## config.mk

```make
export PLATFORM = sky130hd
export DESIGN_NAME = div
export DESIGN_NICKNAME = d
export VERILOG_FILES = /design/src/rtl/div_pkg.sv /design/src/rtl/div.sv
export SDC_FILE = /design/constraint.sdc
export NUM_CORES = 1
export LEC_CHECK = 0
export CAP_MARGIN = 0
export CORE_UTILIZATION = 34
export CTS_BUF_LIST = sky130_fd_sc_hd__clkbuf_8
export CTS_CLUSTER_DIAMETER = 120
export CTS_CLUSTER_SIZE = 40
export DETAILED_ROUTE_END_ITERATION = 6
export GPL_TIMING_DRIVEN = 0
export HOLD_SLACK_MARGIN = 0.06
export PLACE_DENSITY = 0.5
export SYNTH_ARGS = -nofsm -noshare
export SYNTH_HDL_FRONTEND = slang
export SYNTH_SLANG_ARGS = --single-unit
```

## constraint.sdc

```tcl
create_clock -name clock -period 9.06 [get_ports clock]
set_clock_uncertainty 0.15 [all_clocks]
set_input_delay 2.718 -clock clock [delete_from_list [all_inputs] [get_ports clock]]
set_output_delay 2.718 -clock clock [all_outputs]
set_load 0.05 [all_outputs]
```

## src/rtl/div_pkg.sv

```systemverilog
// Shared definitions for the EX-stage divider: FSM state codes,
// start/ready level names and the common zero word.
// Optional early-out feature is controlled by DIV_EARLY_OUT_EN (see div.sv).
package div_pkg;

  typedef enum logic [1:0] {
    DIV_FREE    = 2'b00,
    DIV_BY_ZERO = 2'b01,
    DIV_ON      = 2'b10,
    DIV_END     = 2'b11
  } div_state_e;

  localparam logic DIV_START            = 1'b1;
  localparam logic DIV_STOP             = 1'b0;
  localparam logic DIV_RESULT_READY     = 1'b1;
  localparam logic DIV_RESULT_NOT_READY = 1'b0;

  localparam logic [31:0] ZERO_WORD = 32'h0000_0000;

endpackage

```

## src/rtl/div.sv

```systemverilog
// Iterative radix-2 restoring divider for MIPS DIV/DIVU; result = {remainder, quotient}.
// Latency: WIDTH+1 edges from start sampled in FREE to ready (2 edges for divide-by-zero).
// Handshake: start held until ready consumed; annul aborts at any time. Macro DIV_EARLY_OUT_EN
// enables a 1-edge finish when |a| < |b|.
module div
  import div_pkg::*;
#(
  parameter int WIDTH = 32
) (
  input  logic               clock,
  input  logic               reset,
  input  logic               signed_div,
  input  logic [WIDTH-1:0]   operand_a,
  input  logic [WIDTH-1:0]   operand_b,
  input  logic               start,
  input  logic               annul,
  output logic [2*WIDTH-1:0] result,
  output logic               ready
);

  localparam int CW = $clog2(WIDTH) + 1;
  localparam logic [CW-1:0]    LAST_STEP = CW'(WIDTH - 1);
  localparam logic [WIDTH-1:0] ZERO      = WIDTH'(ZERO_WORD);

  div_state_e         state_q, state_d;
  logic [CW-1:0]      cnt_q, cnt_d;
  logic [WIDTH-1:0]   rem_q, rem_d;
  logic [WIDTH-1:0]   quo_q, quo_d;     // dividend shifts out the top, quotient fills the bottom
  logic [WIDTH-1:0]   dvs_q, dvs_d;     // divisor magnitude
  logic               sign_a_q, sign_a_d;
  logic               sign_b_q, sign_b_d;
  logic               sgn_q, sgn_d;
  logic [2*WIDTH-1:0] result_q, result_d;
  logic               ready_q, ready_d;

  // Operand magnitudes: only negate when the signed op sees a set MSB.
  logic [WIDTH-1:0] abs_a, abs_b;
  assign abs_a = (signed_div && operand_a[WIDTH-1]) ? -operand_a : operand_a;
  assign abs_b = (signed_div && operand_b[WIDTH-1]) ? -operand_b : operand_b;

  // One restoring step: shift {rem, dividend} left, trial-subtract the divisor.
  // The shifted remainder needs one extra bit since it can reach 2*divisor-1.
  logic [WIDTH:0]   rem_sh;
  logic             ge;
  logic [WIDTH-1:0] diff;
  logic [WIDTH-1:0] rem_nxt, quo_nxt;
  logic [WIDTH-1:0] rem_fix, quo_fix;
  assign rem_sh  = {rem_q, quo_q[WIDTH-1]};
  assign ge      = (rem_sh >= {1'b0, dvs_q});
  assign diff    = rem_sh[WIDTH-1:0] - dvs_q;  // exact whenever ge, as the difference < divisor
  assign rem_nxt = ge ? diff : rem_sh[WIDTH-1:0];
  assign quo_nxt = {quo_q[WIDTH-2:0], ge};

  // Sign fix-up applied to the final step's values on the way into END.
  assign quo_fix = (sgn_q && (sign_a_q != sign_b_q)) ? -quo_nxt : quo_nxt;
  assign rem_fix = (sgn_q && sign_a_q) ? -rem_nxt : rem_nxt;

  // State and datapath registers, all cleared by the async reset.
  always_ff @(posedge clock or negedge reset) begin
    if (!reset) begin
      state_q  <= DIV_FREE;
      cnt_q    <= '0;
      rem_q    <= '0;
      quo_q    <= '0;
      dvs_q    <= '0;
      sign_a_q <= 1'b0;
      sign_b_q <= 1'b0;
      sgn_q    <= 1'b0;
      result_q <= '0;
      ready_q  <= DIV_RESULT_NOT_READY;
    end else begin
      state_q  <= state_d;
      cnt_q    <= cnt_d;
      rem_q    <= rem_d;
      quo_q    <= quo_d;
      dvs_q    <= dvs_d;
      sign_a_q <= sign_a_d;
      sign_b_q <= sign_b_d;
      sgn_q    <= sgn_d;
      result_q <= result_d;
      ready_q  <= ready_d;
    end
  end

  // Next-state, datapath and registered-output logic; annul overrides every state.
  always_comb begin
    state_d  = state_q;
    cnt_d    = cnt_q;
    rem_d    = rem_q;
    quo_d    = quo_q;
    dvs_d    = dvs_q;
    sign_a_d = sign_a_q;
    sign_b_d = sign_b_q;
    sgn_d    = sgn_q;
    result_d = result_q;
    ready_d  = ready_q;

    if (annul) begin
      state_d  = DIV_FREE;
      result_d = '0;
      ready_d  = DIV_RESULT_NOT_READY;
    end else begin
      case (state_q)
        DIV_FREE: begin
          result_d = '0;
          ready_d  = DIV_RESULT_NOT_READY;
          if (start == DIV_START) begin
            if (operand_b == ZERO) begin
              state_d = DIV_BY_ZERO;
`ifdef DIV_EARLY_OUT_EN
            end else if (abs_a < abs_b) begin
              // Quotient is zero and the remainder is the untouched signed dividend.
              state_d  = DIV_END;
              result_d = {operand_a, ZERO};
              ready_d  = DIV_RESULT_READY;
`endif
            end else begin
              state_d  = DIV_ON;
              quo_d    = abs_a;
              dvs_d    = abs_b;
              rem_d    = '0;
              cnt_d    = '0;
              sign_a_d = operand_a[WIDTH-1];
              sign_b_d = operand_b[WIDTH-1];
              sgn_d    = signed_div;
            end
          end
        end

        DIV_BY_ZERO: begin
          state_d  = DIV_END;
          result_d = '0;
          ready_d  = DIV_RESULT_READY;
        end

        DIV_ON: begin
          rem_d = rem_nxt;
          quo_d = quo_nxt;
          cnt_d = cnt_q + CW'(1);
          if (cnt_q == LAST_STEP) begin
            state_d  = DIV_END;
            result_d = {rem_fix, quo_fix};
            ready_d  = DIV_RESULT_READY;
          end
        end

        DIV_END: begin
          // Hold the result until EX drops start for a cycle.
          if (start == DIV_STOP) begin
            state_d  = DIV_FREE;
            result_d = '0;
            ready_d  = DIV_RESULT_NOT_READY;
          end
        end

        default: begin
          state_d  = DIV_FREE;
          result_d = '0;
          ready_d  = DIV_RESULT_NOT_READY;
        end
      endcase
    end
  end

  assign result = result_q;
  assign ready  = ready_q;

endmodule

```

# Yosys cells after proc, flatten, opt, wreduce, memory -nomap -nowiden
# Cells that the tools add are included.
# Widths: inputs -> output; s select.
# totals
regBits	172
inputBits	69
out_inout_bits	65
# op_classes
n_addsub	6
magnitude_cmp	1
eq_ne	10
muxes	28
bitwise	2
n_reduce_logical	12
# op_table
cell	n
$mux 32	9
$mux 64	3
$pmux 64 s3	1
$neg 32->32	4
$pmux 32 s2	2
$ge 33x32->1	1
$logic_not 32->1	1
$sub 32x32->32	1
$mux 6	2
$pmux 6 s2	1
$mux 2	5
$ne 3x3->1 const B	3
$pmux 2 s4	1
$reduce_and 4->1	2
$add 6x1->6 const B	1
$eq 6x5->1 const B	1
$eq 2x2->1 const B	2
$logic_and 1x1->1	4
$ne 2x2->1 const B	2
$pmux 1 s4	1
$mux 1	3
$reduce_and 3->1	1
$eq 2x1->1 const B	1
$logic_not 2->1	1
5 further kinds	6

# Depth between registers and ports, before layout
# logic_depth
ltp_word	7
mapped_depth	23
mapped_depth_nobuf	20

# Least setup slack after synthesis
# Ideal clock, no wire load.
# synth_timing
path_kind	in2reg
from	input port operand_b[6]
to	register quo_q[5]
setup_time_ns	0.137
t_arrival_ns	5.259
path_slack_ns	3.514
stages	13
n_path_buf	3
cell_sequence	or4_1 > nor4_1 > nand2_1 > or2_2 > nor3_1 > nand2_1 > nand2_1 > a21oi_1 > nand2b_1 > clkbuf_1 > clkbuf_1 > clkbuf_1 > a211oi_1
# synth_between
elab_chain_cells	3
# synth_rtl
item	line	source
start: declaration	div.sv:14	input logic [WIDTH-1:0] operand_b,
$logic_not 32->1	div.sv:108	if (operand_b == ZERO) begin
$ne 2x2->1 (no line)	--	
$reduce_and 4->1 (no line)	--	
end signal: assignment	div.sv:75	quo_q <= quo_d;
end: declaration	div.sv:28	logic [WIDTH-1:0] quo_q, quo_d;
# Every way passes these cells.
# A chain may end at the register's enable or synchronous reset.

# Worst setup path after layout
# layout_timing
from	input port operand_b[7]
to	register quo_q[31]
# Same word-level chain as after synthesis.

==> results by group <==
Outcome
  – Outcome: completed

Worst hold path
  – Worst Hold Class: reg2reg

Detailed routing
  – DRT iter0 DRCs: 698
  – DRC Markers: 0
  – Final ANT Viol Nets: 0
  – WL per Instance: ~18 µm
  – DR vias: approximately 11000
  – Post-Route WL: 38000 µm
  – Via density: between 5 and 6
  – 1st-pass router iterations: 5

Die
  – # rows: between 60 and 70
  – Core Region: 33800 µm²
  – Die Span Y: 188 µm
  – Ports: around 130
  – Die X: between 150 and 200 µm
  – DIE AREA: 35300 µm²
  – Initial Utilization: 34.8%

Synthesis
  – Post-synth EDFFs: 0
  – Net count after synthesis: 1563
  – Synth area leaders: dfrtp_1 37%, o21ai_0 6.8%, xnor2_1 6.0%
  – Ys async rst share: 100%
  – Post-synth cell types: 73
  – Number of synthesized register bits: between 150 and 200
  – Mapped Cells: 1452
  – Most common cell in the synthesized netlist: nand2_1
  – Netlist Area Pre-Place: ~12000 µm²
  – Post-synthesis sequential area ratio: 36.6%
  – Synth top area share: 36.6%
  – Average size of a mapped cell: about 8.1 µm²
  – Leading cell types by count after synthesis: 187 x nand2_1, 172 x dfrtp_1, 160 x o21ai_0, 140 x nor2_1, 112 x a21oi_1
  – Most used DFF post-synth: dfrtp_1
  – Largest area contributor in the netlist: dfrtp_1
  – Yosys warnings: 0

Worst setup path
  – Max incr delay on CP: 580 ps
  – Critical Path Start Type: input pin
  – Setup CP Type: in2reg
  – Crit path cell chain: clkdlybuf4s50_1 -> or4_1 -> nor4_1 -> nand2_1 -> or2_2 -> nor3_1 -> nand2_1 -> nand2_1 -> a21oi_1 -> nand2b_1 -> clkbuf_1 -> clkbuf_1 -> buf_1 -> a21oi_1
  – Critical-path maximum fanout: 10
  – Cell mode on critical path: nand2_1
  – Critical Path End Type: flop
  – Arrival time worst endpoint: between 6000 and 7000 ps
  – Slowest stage cell, crit path: or4_1
  – Worst Path Required: around 9000 ps
  – Reg-to-reg slack, setup: 2940 ps

CTS
  – Clk slew on worst S/H paths: approximately 100 ps
  – H-Tree Depth: 4
  – Clock root cell: clkbuf_8
  – TritonCTS clock tree: built
  – Clk sink count: 172
  – PostCTS Resize Cnt: 0
  – Hold buffer count at cts: 0
  – Clock buffers created by TritonCTS: 17
  – Clk_lat worst skew: 490 ps
  – Maximum clock path buffer count: 2
  – Setup repair bufs after CTS: 0

Timing
  – Final slew viol count: 0
  – Worst slew margin: 42.4%
  – Final hold viol count: 0
  – Finish-stage setup viols: 0
  – Final setup TNS: 0 ps
  – Fmax achieved: 0.150 GHz
  – Period Utilization, post-route: between 70% and 80%
  – Min Clock Period, post-route: 6670 ps
  – Slew @ Worst Pin: 864 ps
  – RSZ-0062 raised after global routing: no
  – Hold_ws: 335 ps
  – Final WS setup: 2390 ps

Global route
  – Global route overflow: 0
  – First-pass GRT wire length: 60500 µm
  – GRT Total Usage: 22.0%
  – Number of global-route vias before repair: 10400
  – Initial antenna violation count: 1
  – Largest net degree at the start of global routing: around 90

Placed design
  – Setup slack at placement: ~1900 ps
  – Routability cong.: 0.870
  – Post-DP HPWL: approximately 30000 µm
  – Dpl cell area: ~14000 µm²
  – IO Port Bufs: 133

Power and ir drop
  – PwrDens: around 280 nW/µm²
  – Worst IR Drop VDD: between 0.1 and 0.15 mV
  – Leak Pwr: 0.00573 µW

Layout
  – Layout filler cell count: roughly 3500
  – Design Area, Final: approximately 14000 µm²
  – Layout overhead on the synthesized area: 19.7%
  – N_diodes: 0
  – Layout cell share with drive strength beyond 1: 4.08%
  – Nets: roughly 1700

Job
  – Max-Cap Viols: 0
==> final timing paths <==
check                                        from  depth (start not counted)                     end
setup / recovery                     operand_b[7]                         14   quo_q[31]$_DFFE_PN0P_
hold / removal             result[13]$_DFFE_PN0P_                          2  result[13]$_DFFE_PN0P_
setup reg to reg            rem_q[17]$_DFFE_PN0P_                         21  result[62]$_DFFE_PN0P_
hold reg to reg            result[13]$_DFFE_PN0P_                          2  result[13]$_DFFE_PN0P_
max in group asynchronous                   reset                          2   dvs_q[14]$_DFFE_PN0P_
min in group asynchronous                   reset                          1  result[17]$_DFFE_PN0P_
==> cells by family after synthesis <==
kind of cell | share of synthesized area [%]
and+or+nand+nor | 21.2
DFF | 36.6
adders and majority gates | 4.54
AOI/OAI and AO/OA | 20.6
muxes | 2.18
xor gates and xnor gates | 10.5
buffers and inverters | 4.33
==> report_power, final <==
| group | internal [µW] | total [µW] | switching (µW) | leakage, µW |
|---|---|---|---|---|
| Sequential | 1000 | 1210 | 207 | 0.00221 |
| Clock | 240 | 567 | 327 | 0.000199 |
| Combinational | 746 | 2180 | 1440 | 0.00332 |
==> registers in the layout (all words and copies together) (netlist names) <==
name and cells:
sign_a_q 1, dvs_q 32, ready 1, cnt_q 6, quo_q 32, sign_b_q 1, state_q 2, sgn_q 1
result 64, rem_q 32
==> final cells by class <==
cell class / count / area [µm²] / area share, %
plain buffers: 77 / 300 / 2.13
flip-flops and latches: 172 / 4300 / 30.6
clock inverters: 13 / 133 / 0.943
repair buffers: 134 / 1360 / 9.70
inverters: 55 / 209 / 1.49
well taps: 448 / 561 / 3.99
multi-input cells: 1148 / 6930 / 49.3
clock buffers: 19 / 262 / 1.86
==> per-layer routing <==
| layer | global-route usage [%] | vias to the layer above | share of wire, % |
|---|---|---|---|
| met5 | 0 | - | 0 |
| met4 | 5.10 | 0 | 1.2 |
| met3 | 3.09 | 26 | 4.9 |
| met2 | 32.3 | 269 | 42 |
| met1 | 33.8 | 5154 | 52 |
| li1 | - | 5430 | - |
==> cells in the final DEF (no fill, tap or decap), types with 13 or more instances in the layout <==
master,count
nand2_1,187
dfrtp_1,172
o21ai_0,160
nor2_1,140
clkdlybuf4s50_1,132
a21oi_1,112
nor3_1,85
xnor2_1,81
xor2_1,60
clkbuf_1,59
inv_1,55
ha_1,41
nand3_1,20
mux2i_1,20
clkbuf_8,19
nor4_1,15
o31ai_1,15
or3_1,14
a211oi_1,13
a22o_1,13
==> worst max-delay path: cells and delay by family <==
kind | cells | cell delay (ps)
buffers and inverters | 4 | 1780
AO/OA/AOI/OAI | 2 | 290
AND/OR/NAND/NOR | 8 | 2080
==> stage by stage <==
| step | std cells | total power, µW | util, % |
|---|---|---|---|
| after floorplan | 1452 | 2650 | - |
| after global placement | 2033 | 3370 | 40.4 |
| after detailed placement | 2034 | 3400 | 40.5 |
| after CTS | 2066 | 3970 | 41.6 |
| after global routing | 2066 | 4240 | 41.6 |
| final | 2066 | 3960 | 41.6 |
Power figures use the tool's default switching activity.
==> patch, RTL diff (config.mk and constraints unchanged) <==
Make the reset (`reset`) synchronous in one clocked block. Comments in the files are not updated.
--- a/src/rtl/div.sv
+++ b/src/rtl/div.sv
@@ -57,5 +57,5 @@
 
   // State and datapath registers, all cleared by the async reset.
-  always_ff @(posedge clock or negedge reset) begin
+  always_ff @(posedge clock) begin
     if (!reset) begin
       state_q  <= DIV_FREE;
Behaviour: differs if reset is asserted again (counterexample within 4 cycles, from zero or initial values and one cycle with reset low); with reset held inactive, the same outputs for 10 cycles.
==> patch against the unedited design <==
Non-clock buffer count grew 25; critical path depth shrank 1; synthesized area grew 2.6%; routed wire length grew 11%; sequential share of layout area shrank 6.6 points; worst hold slack lost 0.031 ns; sequential cell count is the same; setup slack lost 0.42 ns; design area grew 2.0%; critical endpoint is now quo_q[1]; highest routed layer unchanged.
Power is not compared: it rests on default switching activity, and its combinational part moved more than twofold at a synthesized area within 25%.
==> patch: results (changes against the unedited design) <==
Vias/cell = 5.41 (+2.7%)
Slowest cell on crit path = nor4_1
Worst-Skew Late Latency = 0.48 ns
routed wl met3 = 2560 um (+39%)
hold crit path type = reg -> reg
post_cts resized = 0 (unchanged)
first-pass GRT wire length = 65,600 um (+8.4%)
worst vdd ir = 0.0856 mV
GR Util met3 = 2.89% (-0.20 points)
EDFF count, synth = 0 (unchanged)
RD Place Congestion = 0.912 (+4.8%)
Synth top area share = 28.6% (-8.1 points)
met2 Resource Use GR = 34.1% (+1.8 points)
CTS clock-pin slew for the worst setup and hold paths = 0.09 ns
Async S/R FF share, synth = 0% (-100 points)
setup bufs post-CTS = 0 (unchanged)
Total GRT Usage = 23.5% (+1.5 points)
worst endpoint data arrival time = 7.32 ns (+0.45 ns)
highest metal used = met4
placed cells = 2,175 (+6.9%)
initial antenna violation count = 0 (-1)
share of cells above drive strength 1 = 4.39% (+0.32 points)
Slew headroom = 19.1% (-23 points)
most area-consuming cells after synthesis = dfxtp_1 (29%), nand2_1 (7.4%), xor2_1 (6.2%)
P_leak = 5.37 nW
YS warnings = 0 (unchanged)
met1 wire length = 21,600 um (+8.9%)
Crit Path Max Fanout = 10 (unchanged)
Diodes inserted = 0 (unchanged)
Synth top cells by count = nand2_1 (237), dfxtp_1 (172), o21ai_0 (128)
Seq/Total Area, Yosys = 28.6% (-8.1 points)
clock buffer count from CTS = 17 (unchanged)
Placed Area = 0.0139 mm2 (+2.0%)
number of global-route vias before repair = 11,300 (+8.2%)
outcome = finished clean
Yosys cell types = 85 (+16%)
CP peak stage delay = 0.83 ns (+0.25 ns)
M1 GR Usage = 35.7% (+1.9 points)
final wirelength = 42,300 um (+11%)
Port Buffers = 132 (-0.75%)
met2 WL = 17,200 um (+8.3%)
hpwl dp = 33,900 um (+11%)
TritonRoute pass-1 iters = 5 (unchanged)
nets = 1,850 (+7.8%)
CTS root buf = clkbuf_8
Post-Syn Nets = 1,699 (+8.7%)
1st-iter DRT viols = 1,160 (+66%)
largest net degree at the start of global routing = 17 (-81%)
H-tree depth = 4 (unchanged)
Cells after Synth = 1,588 (+9.4%)
Longest Clk Path Bufs = 2 (unchanged)
Vias = 11,900 (+9.7%)
max reg flops = 64 (unchanged)
[patch: cell count changes after synthesis, sizes merged, moves of 30 or more]
cell,change
clkbuf,+32
dfrtp,-172
o211a,+30
and2,+32
dfxtp,+172
nand3,+36
nor3,-49
nand2,+50
o21ai,-31
a22oi,+35
a21boi,+37
[patch: cell families (layout without fill, tap and decap cells)]
group,count (synthesis),in the layout,synth area share (%)
multiplexers,19,19,1.58
AND/OR/NAND/NOR,590,590,23.0
flip-flops,172,172,28.6
buffers and inverters,159,323,6.12
AO/OA/AOI/OAI,457,457,25.5
adder cells (fa/ha/maj),42,42,4.42
XOR/XNOR,149,149,10.8
[patch: layout make-up]
cell class / count / area, um2
fill: 3681 / 20400
multi-input combinational: 1257 / 7880
sequential: 172 / 3440
timing repair buffer: 132 / 1320
tap: 455 / 569
buffer: 104 / 531
clock buffer: 19 / 262
inverter: 55 / 206
clock inverter: 13 / 139
[patch: worst paths after layout]
check / start / end / slack (ns) / cells after the start
hold reg to reg: result[55] / result[55] / 0.30 / 2
setup / recovery: operand_b[2] / quo_q[1] / 1.96 / 13
setup reg to reg: rem_q[11] / result[30] / 2.42 / 20
hold / removal: result[55] / result[55] / 0.30 / 2
[patch: worst max-delay path, delay by kind of cell]
family | cells | cell delay (ns)
buffers and inverters | 4 | 1.66
and+or+nand+nor | 7 | 2.28
AOI/OAI and AO/OA | 2 | 0.66
[patch: through the flow]
| step | total power [mW] | worst slack [ns] |
|---|---|---|
| global route | 2.04 | 1.71 |
| floorplan | 1.18 | 3.47 |
| CTS | 1.95 | 2.17 |
| detailed placement | 1.37 | 1.69 |
| finish | 1.94 | 1.96 |
| global placement | 1.37 | 1.60 |
[patch: where the power goes]
group / internal, mW / switching, mW
clock: 0.261 / 0.308
sequential: 0.780 / 0.0232
combinational: 0.204 / 0.358
